$ cat config.mk
export PLATFORM = sky130hd
export DESIGN_NAME = sbox_layer_seq
export DESIGN_NICKNAME = d
export VERILOG_FILES = /design/src/rtl/present_pkg.sv /design/src/rtl/sbox_lane.sv /design/src/rtl/sbox_layer_seq.sv
export SDC_FILE = /design/constraint.sdc
export NUM_CORES = 1
export LEC_CHECK = 0
export ABC_AREA = 1
export BUFFER_PORTS_ARGS = -buffer_cell sky130_fd_sc_hd__buf_4
export CORE_MARGIN = 2
export CORE_UTILIZATION = 40
export DETAILED_ROUTE_END_ITERATION = 8
export SYNTH_ARGS = -nofsm -noshare
export SYNTH_HDL_FRONTEND = slang
export SYNTH_SLANG_ARGS = --single-unit
$ cat constraint.sdc
create_clock -name Clk_ik -period 1.55 [get_ports Clk_ik]
set_clock_uncertainty 0.05 [all_clocks]
set_input_delay 0 -clock Clk_ik [delete_from_list [all_inputs] [get_ports Clk_ik]]
set_output_delay 0 -clock Clk_ik [all_outputs]
set_load 0.01 [all_outputs]
$ cat src/rtl/present_pkg.sv
// -----------------------------------------------------------------------------
// present_pkg
// Shared definitions for the PRESENT substitution layer:
//   SBOX_FWD / SBOX_INV : 16-entry 4-bit forward and inverse S-box tables,
//                         indexed by the input nibble value.
//   MODE_FWD / MODE_INV : encodings of the substitution direction.
//   state_e             : control FSM states of sbox_layer_seq.
// -----------------------------------------------------------------------------
package present_pkg;

  localparam logic MODE_FWD = 1'b0;
  localparam logic MODE_INV = 1'b1;

  localparam logic [3:0] SBOX_FWD [16] = '{
    4'hC, 4'h5, 4'h6, 4'hB, 4'h9, 4'h0, 4'hA, 4'hD,
    4'h3, 4'hE, 4'hF, 4'h8, 4'h4, 4'h7, 4'h1, 4'h2
  };

  localparam logic [3:0] SBOX_INV [16] = '{
    4'h5, 4'hE, 4'hF, 4'h8, 4'hC, 4'h1, 4'h2, 4'hD,
    4'hB, 4'h4, 4'h6, 4'h3, 4'h0, 4'h7, 4'h9, 4'hA
  };

  typedef enum logic [1:0] {
    ST_IDLE = 2'd0,
    ST_BUSY = 2'd1,
    ST_DONE = 2'd2
  } state_e;

endpackage

$ cat src/rtl/sbox_lane.sv
// -----------------------------------------------------------------------------
// sbox_lane
// One PRESENT S-box lane, purely combinational.
// Ports:
//   nibble  in  4  nibble to substitute
//   mode    in  1  MODE_FWD = forward S-box, MODE_INV = inverse S-box
//   result  out 4  substituted nibble
// -----------------------------------------------------------------------------
module sbox_lane
  import present_pkg::*;
(
  input  logic [3:0] nibble,
  input  logic       mode,
  output logic [3:0] result
);

  // Table lookup in the direction selected by mode.
  always_comb begin
    result = 4'h0;
    if (mode == MODE_INV) begin
      result = SBOX_INV[nibble];
    end else begin
      result = SBOX_FWD[nibble];
    end
  end

endmodule

$ cat src/rtl/sbox_layer_seq.sv
// -----------------------------------------------------------------------------
// sbox_layer_seq
// Time-multiplexed PRESENT substitution layer. A STATE_WIDTH-bit state is
// loaded into a rotating register; every BUSY cycle the lowest LANES nibbles
// are substituted and the register is rotated right by 4*LANES bits, so after
// N = STATE_WIDTH/(4*LANES) cycles every nibble has been substituted once and
// is back in its original position.
// Ports:
//   Clk_ik    in  1            clock, rising edge
//   Rst_iran  in  1            asynchronous active-low reset
//   Data_ib   in  STATE_WIDTH  input state, nibble k = bits [4k+3:4k]
//   Mode_i    in  1            0 forward / 1 inverse, sampled at accept
//   Valid_i   in  1            input valid
//   Ready_o   out 1            block can accept a new state (registered)
//   Data_ob   out STATE_WIDTH  substituted state (holds last result)
//   Valid_o   out 1            Data_ob valid
//   Ready_i   in  1            downstream accepts Data_ob
//   Busy_o    out 1            substitution in progress
// -----------------------------------------------------------------------------
module sbox_layer_seq
  import present_pkg::*;
#(
  parameter int STATE_WIDTH = 64,
  parameter int LANES       = 4
) (
  input  logic                   Clk_ik,
  input  logic                   Rst_iran,
  input  logic [STATE_WIDTH-1:0] Data_ib,
  input  logic                   Mode_i,
  input  logic                   Valid_i,
  output logic                   Ready_o,
  output logic [STATE_WIDTH-1:0] Data_ob,
  output logic                   Valid_o,
  input  logic                   Ready_i,
  output logic                   Busy_o
);

  // Guarded so that an illegal LANES value still reaches the $error below
  // instead of dividing by zero first.
  localparam int LANE_BITS = 4 * ((LANES > 0) ? LANES : 1);
  localparam int N_CYCLES  = STATE_WIDTH / LANE_BITS;
  localparam int CNT_W     = (N_CYCLES > 1) ? $clog2(N_CYCLES) : 1;
  localparam logic [CNT_W-1:0] CNT_LAST = CNT_W'(N_CYCLES - 1);
  localparam logic [CNT_W-1:0] CNT_ONE  = CNT_W'(1);

  generate
    if (LANES < 1 || LANES > STATE_WIDTH / 4) begin : g_bad_lanes
      $error("sbox_layer_seq: LANES must be in 1..STATE_WIDTH/4");
    end else if ((STATE_WIDTH % LANE_BITS) != 0) begin : g_bad_width
      $error("sbox_layer_seq: STATE_WIDTH must be a multiple of 4*LANES");
    end
  endgenerate

  state_e                 state_r, state_s;
  logic [STATE_WIDTH-1:0] shift_r, shift_s;
  logic                   mode_r, mode_s;
  logic [CNT_W-1:0]       cnt_r, cnt_s;
  logic [STATE_WIDTH-1:0] data_r, data_s;
  logic                   ready_r, ready_s;
  logic                   valid_r, valid_s;
  logic                   busy_r, busy_s;

  logic [LANE_BITS-1:0]   sub_s;
  logic [STATE_WIDTH-1:0] rot_s;

  // S-box lanes work on the lowest nibbles of the rotating register.
  for (genvar i = 0; i < LANES; i++) begin : g_lane
    sbox_lane u_lane (
      .nibble (shift_r[4*i +: 4]),
      .mode   (mode_r),
      .result (sub_s[4*i +: 4])
    );
  end

  // Substituted low nibbles go to the top: a right rotation by 4*LANES bits.
  // In the full-parallel case there is nothing left to rotate.
  if (LANE_BITS == STATE_WIDTH) begin : g_rot_full
    assign rot_s = sub_s;
  end else begin : g_rot_part
    assign rot_s = {sub_s, shift_r[STATE_WIDTH-1:LANE_BITS]};
  end

  // Next-state, datapath and next-output logic of the control FSM.
  always_comb begin
    state_s = state_r;
    shift_s = shift_r;
    mode_s  = mode_r;
    cnt_s   = cnt_r;
    data_s  = data_r;
    case (state_r)
      ST_IDLE: begin
        // ready_r is low on the very first cycle after reset, so no accept
        // can happen before Ready_o has been seen high.
        if (Valid_i && ready_r) begin
          state_s = ST_BUSY;
          shift_s = Data_ib;
          mode_s  = Mode_i;
          cnt_s   = '0;
        end else begin
          state_s = ST_IDLE;
        end
      end
      ST_BUSY: begin
        shift_s = rot_s;
        cnt_s   = cnt_r + CNT_ONE;
        if (cnt_r == CNT_LAST) begin
          state_s = ST_DONE;
          data_s  = rot_s;
        end else begin
          state_s = ST_BUSY;
        end
      end
      ST_DONE: begin
        if (Ready_i) begin
          state_s = ST_IDLE;
        end else begin
          state_s = ST_DONE;
        end
      end
      default: begin
        state_s = ST_IDLE;
      end
    endcase
    // Outputs are registered copies of what the next state implies, so they
    // change on the same edge as the FSM.
    ready_s = (state_s == ST_IDLE);
    valid_s = (state_s == ST_DONE);
    busy_s  = (state_s == ST_BUSY);
  end

  // State, datapath and output registers.
  always_ff @(posedge Clk_ik or negedge Rst_iran) begin
    if (!Rst_iran) begin
      state_r <= ST_IDLE;
      shift_r <= '0;
      mode_r  <= MODE_FWD;
      cnt_r   <= '0;
      data_r  <= '0;
      ready_r <= 1'b0;
      valid_r <= 1'b0;
      busy_r  <= 1'b0;
    end else begin
      state_r <= state_s;
      shift_r <= shift_s;
      mode_r  <= mode_s;
      cnt_r   <= cnt_s;
      data_r  <= data_s;
      ready_r <= ready_s;
      valid_r <= valid_s;
      busy_r  <= busy_s;
    end
  end

  assign Ready_o = ready_r;
  assign Valid_o = valid_r;
  assign Busy_o  = busy_r;
  assign Data_ob = data_r;

endmodule

# Yosys cells after proc, flatten, opt, wreduce, memory -nomap -nowiden
# Memories as Yosys holds them, arrays and structs flattened.
# Index checks and enable logic that the tools add are counted.
dict set report classes {
  div_mod_pow 0
  reduce_logical 7
  n_mul 0
  shift 0
  n_addsub 1
  n_mux 28
  eq_ne 6
  bitwise 4
  order_cmp 4
}
# op count
set op_table {}
lappend op_table {{one-hot mux 64 bit (2 select lines)} 1}
lappend op_table {{2-to-1 mux 4 bit} 20}
lappend op_table {{2-to-1 mux 64 bit} 1}
lappend op_table {{>= comparator 5 bit, second input constant} 4}
lappend op_table {{NOT 4 -> 5 bit} 4}
lappend op_table {{== test 2 bit, second input constant} 3}
lappend op_table {{2-to-1 mux 2 bit} 3}
lappend op_table {{one-hot mux 2 bit (3 select lines)} 1}
lappend op_table {{AND reduction 2 bit} 3}
lappend op_table {{== test 2 x 1 -> 1 bit, second input constant} 2}
lappend op_table {{logical NOT 2 bit} 2}
lappend op_table {{one-hot mux 2 bit (2 select lines)} 1}
lappend op_table {{adder 2 x 1 -> 2 bit, second input constant} 1}
lappend op_table {{inequality test 2 bit, second input constant} 1}
lappend op_table {{nonzero test 2 bit} 1}
lappend op_table {{logical AND 1 bit} 1}
lappend op_table {{2-to-1 mux 1 bit} 1}
dict set report word_totals {
  mem_bits_rw 0
  memories 8
  output_inout_bits 67
  romBits 512
  reg_bits 136
  latchBits 0
}
# name depth width rd rd_ports_with_merged_regs write_ports line
set memory_table {}
lappend memory_table {{(name not given)} 16 4 1 0 0 sbox_lane.sv:23} ;# result = SBOX_FWD[nibble];
lappend memory_table {{(name not given)} 16 4 1 0 0 sbox_lane.sv:21} ;# result = SBOX_INV[nibble];
lappend memory_table {{(name not given)} 16 4 1 0 0 sbox_lane.sv:21}
lappend memory_table {{(name not given)} 16 4 1 0 0 sbox_lane.sv:23}
lappend memory_table {{(name not given)} 16 4 1 0 0 sbox_lane.sv:23}
lappend memory_table {{(name not given)} 16 4 1 0 0 sbox_lane.sv:23}
lappend memory_table {{2 more memories} - - - - - -}

# Depth between registers and ports, before layout
dict set report depth {
  word_depth 6
  ltp_mapped 11
  ltp_nobuf 11
}

# Cells and area by module
# A second synthesis with hierarchy kept.
dict set report hier_totals {
  cells_unflattened 1066
  area_unflattened_um2 7703.6
}
# mod seq_area_each_um2 area_per_inst_um2 cells_each n_inst
set by_module_without_submodules {}
lappend by_module_without_submodules {sbox_layer_seq 3403.3 6257.3 802 1}
lappend by_module_without_submodules {sbox_lane 0.0 361.6 66 4}

# Worst setup path after synthesis
# OpenSTA, ideal clock, no wires.
dict set report synth_timing {
  path_kind {register -> register}
  from {reg shift_r[8]}
  to {reg shift_r[59]}
  required_time_ns 1.383
  path_buffers 0
  path_stages_with_launch 12
  setup_time_ns 0.117
  arrival_ns 1.318
  setup_slack_ns 0.065
  path_cell_list {dfrtp_1 > inv_1 > ha_1 > inv_1 > nand2_1 > nand2_1 > nand2_1 > nand2_1 > nand2_1 > nand2_1 > nand2_1 > nand2_1}
}
dict set report synth_between {
  elab_chain_cells 6
  elab_cells_between_ends 9
  classes_between {mux (6); bitwise (1); memory (2)}
}
# element line
set synth_lines {}
lappend synth_lines {{start: declaration} sbox_layer_seq.sv:55} ;# logic [STATE_WIDTH-1:0] shift_r, shift_s;
lappend synth_lines {{start signal: assignment} sbox_layer_seq.sv:144} ;# shift_r <= shift_s;
lappend synth_lines {{NOT 4 -> 5 bit (not written as such) (*)} {sbox_lane.sv:21, sbox_lane.sv:23}}
lappend synth_lines {{memory (16 x 4 bit), on equally long branches} -}
lappend synth_lines {{2-to-1 mux 4 bit, on equally long branches (2 in series)} {sbox_lane.sv:23, sbox_lane.sv:21}}
lappend synth_lines {{2-to-1 mux 4 bit (*)} sbox_lane.sv:20} ;# if (mode == MODE_INV) begin
lappend synth_lines {{one-hot mux 64 bit (2 select lines) (*)} sbox_layer_seq.sv:90} ;# case (state_r)
# Every way passes the cells marked *; elsewhere a longest branch is shown, timed or not. The select of a mux whose other input is x is not followed.
# A chain may end at the register's enable or synchronous reset.

# Worst setup path after layout
dict set report layout_timing {
  from {reg shift_r[13]}
  to {reg data_r[61] (netlist: Data_ob[61])}
}
dict set report layout_between {
  elab_chain_cells 5
  elab_cells_between_ends 8
  classes_between {mux (5); bitwise (1); memory (2)}
}
# element line
set layout_lines {}
lappend layout_lines {{NOT 4 -> 5 bit (not written as such) (*)} {sbox_lane.sv:21, sbox_lane.sv:23}}
lappend layout_lines {{memory (16 x 4 bit), on equally long branches} -}
lappend layout_lines {{2-to-1 mux 4 bit, on equally long branches (2 in series)} {sbox_lane.sv:23, sbox_lane.sv:21}}
lappend layout_lines {{2-to-1 mux 4 bit (*)} sbox_lane.sv:20}
lappend layout_lines {{end signal: assignment} sbox_layer_seq.sv:147} ;# data_r <= data_s;
lappend layout_lines {{end: declaration} sbox_layer_seq.sv:58} ;# logic [STATE_WIDTH-1:0] data_r, data_s;
# Marked as above.

==> flow_metrics.py <==
metrics = {
    "synth": {
        "synth.ff_latch_count": 136,
        "ys_seq_area_share_pct": 47.99,
        "ys_warn_count": 0,
        "synth_compound_area_share_pct": 13.06,
        "syn_avg_cell_area_sq_um": 7.659,
        "synth-adder-area-share_pct": 5.116,
        "post_synth_instance_area_sq_mm": 0.007092,
        "postSynthCellCount": 926,
        "synthXorXnorAreaFrac_pct": 0,
        "nets_in_the_synthesized_netlist": 1024,
        "synth.area.mux_share_pct": 0,
        "synthSimpleGateAreaFrac_pct": 24.36,
        "synthDistinctLibCells": 20,
        "synth_top_family_by_area": "simple AND/OR/NAND/NOR gates",
    },
    "global_routing": {
        "grt_pass1_vias": 6383,
        "antenna_found_initial": 0,
        "grt_util_all_layers_pct": 23.38,
        "grt_pass1_wl_um": 33400,
        "grt_max_degree": 80,
        "grt_overflow": 0,
    },
    "placement": {
        "placed_cells_incl_taps": 1277,
        "final_weighted_congestion_in_routability_driven_placement": 0.8570,
        "port-buffer-count": 135,
        "post_dp_cell_area_sq_mm": 0.008513,
        "dp_hpwl_um": 14730,
    },
    "setup_path": {
        "timing.critical_path.fanout_max": 5,
        "rrSetupSlack_ns": 0.09,
        "stage_delay_of_the_slowest_cell_on_the_critical_path_ns": 0.38,
        "timing_worst_setup_path_type": "flip-flop to flip-flop",
        "startpoint_type": "flip-flop",
        "critPathMostFrequentCell": "nand2_1",
        "worstPathArrival_ns": 1.73,
        "cp_slowest_cell": "dfrtp_1",
        "worst-endpoint-required_ns": 1.82,
        "crit_path_cell_trace": "buf_4, ha_1, nand2_1, nand3_1, nand3_1, nand2_1, nand2_2, nand2_1",
        "end_kind": "flip-flop",
    },
    "routing": {
        "antenna_left": 0,
        "via_count": 6815,
        "wire_length_per_cell_after_detailed_routing_um": 15.67,
        "drt_first_iter_violations": 455,
        "post_drt_via_cell_ratio": 4.938,
        "drt_first_pass_iters": 4,
        "route.detailed.drc": 0,
        "totalWireLength_um": 21630,
    },
    "cells_and_area": {
        "final_cell_count_no_fill": 1380,
        "final_cell_mix": "nand2_1 (312), buf_4 (167), dfrtp_1 (134)",
        "finalNetCount": 1240,
        "final_layout_size_suffix_gt1_share_pct": 22.25,
        "commonest_non_fill_non_tap_cell_in_the_layout": "nand2_1",
        "antenna_cells_inserted": 0,
        "final_area_sq_mm": 0.01003,
        "area_growth_syn_to_layout_pct": 41.44,
    },
    "clock_network": {
        "cts_h_tree_depth": 4,
        "cts.reportedPaths.clkPinSlew_ns": 0.06,
        "ctsRootBufferMaster": "clkbuf_16",
        "worst_skew_pair.late_latency_ns": 0.42,
        "tritoncts.num_buffers": 17,
        "clk_sinks": 136,
        "clockBufferDepth": 2,
        "tritoncts_clock_tree": "done",
    },
    "sta": {
        "final_hold_viol_count": 0,
        "slew_headroom_pct": 64.33,
        "slew_viol_final": 0,
        "max_slew.worst_pin.slew_ns": 0.5351,
        "min_period_over_period_pct": 94.08,
        "setup_viol": 0,
        "timing.final.crit_period_ns": 1.458,
        "fmax_mhz": 685.8,
    },
    "floorplanning": {
        "rows": 48,
        "num_io_pins": 136,
        "floorplan.initialDensity_pct": 41.00,
        "die_area_sq_mm": 0.01881,
        "coreArea_sq_mm": 0.01730,
        "fp.dieH_um": 137.2,
        "die_width_um": 137.2,
    },
    "outcome": {
        "run_status": "finished clean",
    },
    "power_and_ir_drop": {
        "p_total_mw": 22.71,
        "vdd.ir_drop.worst_mv": 1.240,
        "leakage_power_nw": 5.121,
        "powerDensity_mw_per_mm2": 2264,
    },
    "worst_hold_path": {
        "worstHoldPathType": "input port to asynchronous set/reset pin",
    },
    "flow_run": {
        "cap_viol_max_count": 0,
    },
}
-- synth_stat cells (all sizes together) --
library cell,instances,share of area (%)
nor2,6,0.53
o21ai,171,12
ha,29,5.1
clkinv,7,0.37
a21oi,14,0.99
buf,31,3.0
or2,1,0.088
nand2,328,18
clkbuf,19,1.0
nand3,88,6.2
dfrtp,136,48
inv,96,5.1
-- final cells by class --
cell class | instances | area (sq um)
Clock inverter | 14 | 193.9
Clock buffer | 18 | 439.2
Timing Repair Buffer | 247 | 2168
Inverter | 103 | 399.1
Sequential cell | 136 | 3406
Tap cell | 225 | 281.5
Fill cell | 1615 | 7266
Multi-Input combinational cell | 637 | 3143
-- sequential cells by signal (all words and copies together) (netlist names) --
signal   count
Busy_o       1
Data_ob     64
Ready_o      1
Valid_o      1
cnt_r        2
mode_r       1
shift_r     64
state_r      2
-- logic make-up after synthesis --
| family | after synthesis |
|---|---|
| and+or+nand+nor | 423 |
| AOI/OAI and AO/OA | 185 |
| buffers and inverters | 153 |
| DFF | 136 |
| adders and majority gates | 29 |
-- final timing paths --
| check | start | to | depth (start not counted) |
|---|---|---|---|
| setup reg to reg | shift_r[13]$_DFFE_PN0P_ | Data_ob[61]$_DFFE_PN0P_ | 8 |
| hold / removal | Rst_iran | Data_ob[9]$_DFFE_PN0P_ | 2 |
| setup / recovery | shift_r[13]$_DFFE_PN0P_ | Data_ob[61]$_DFFE_PN0P_ | 8 |
| hold reg to reg | cnt_r[0]$_DFFE_PN0P_ | cnt_r[0]$_DFFE_PN0P_ | 1 |
| max in group asynchronous | Rst_iran | state_r[1]$_DFF_PN0_ | 3 |
| min in group Clk_ik | Valid_i | state_r[0]$_DFF_PN0_ | 6 |
-- what timing repair did --
item | 4_1_cts | 5_1_grt
cloned | 0 | 2
pin swaps | 0 | 7
resized for setup | 2 | 53
endpoints found under the setup margin | 6 | 69
buffers inserted | 0 | 2
hold buffers | 67 | 0
hold endpoints to repair | 204 | 0
-- through the flow --
step	util [%]	hold WS [ns]	TNS, ns	setup WS (ns)
finish	57.99	0.05945	0	0.09183
global route	57.99	0.1024	-0.008230	-0.005606
CTS	56.76	0.04263	0	0.002732
detailed placement	49.22	-0.04830	0	0.01412
global placement	49.22	-0.04473	-0.01410	-0.009963
floorplan	-	-0.3456	0	0.06513
-- per-layer routing --
metal  vias to the layer above  wire length [um]  track usage, %  part of all wire [%]
li1                       3381                 -               -                     -
met5                         -                 0               0                     0
met3                        28              1258           4.296                   5.8
met2                       198              9861           35.88                    46
met4                         0               377           7.503                   1.7
met1                      3208             10130           33.43                    47
-- worst max-delay path, delay by kind of cell, from the launching register on --
kind	cells	cell delay (ns)
and+or+nand+nor	6	0.55
adders and majority gates	1	0.20
DFF	1	0.38
buffers and inverters	1	0.16
-- where the power goes --
| group | internal [mW] | leakage, nW | total, mW | switching (mW) |
|---|---|---|---|---|
| Clock | 2.74 | 0.307 | 4.35 | 1.61 |
| Sequential | 5.25 | 1.71 | 6.11 | 0.861 |
| Combinational | 4.75 | 3.11 | 12.2 | 7.49 |
| Total | 12.7 | 5.12 | 22.7 | 9.96 |
Power figures use the tool's default switching activity.
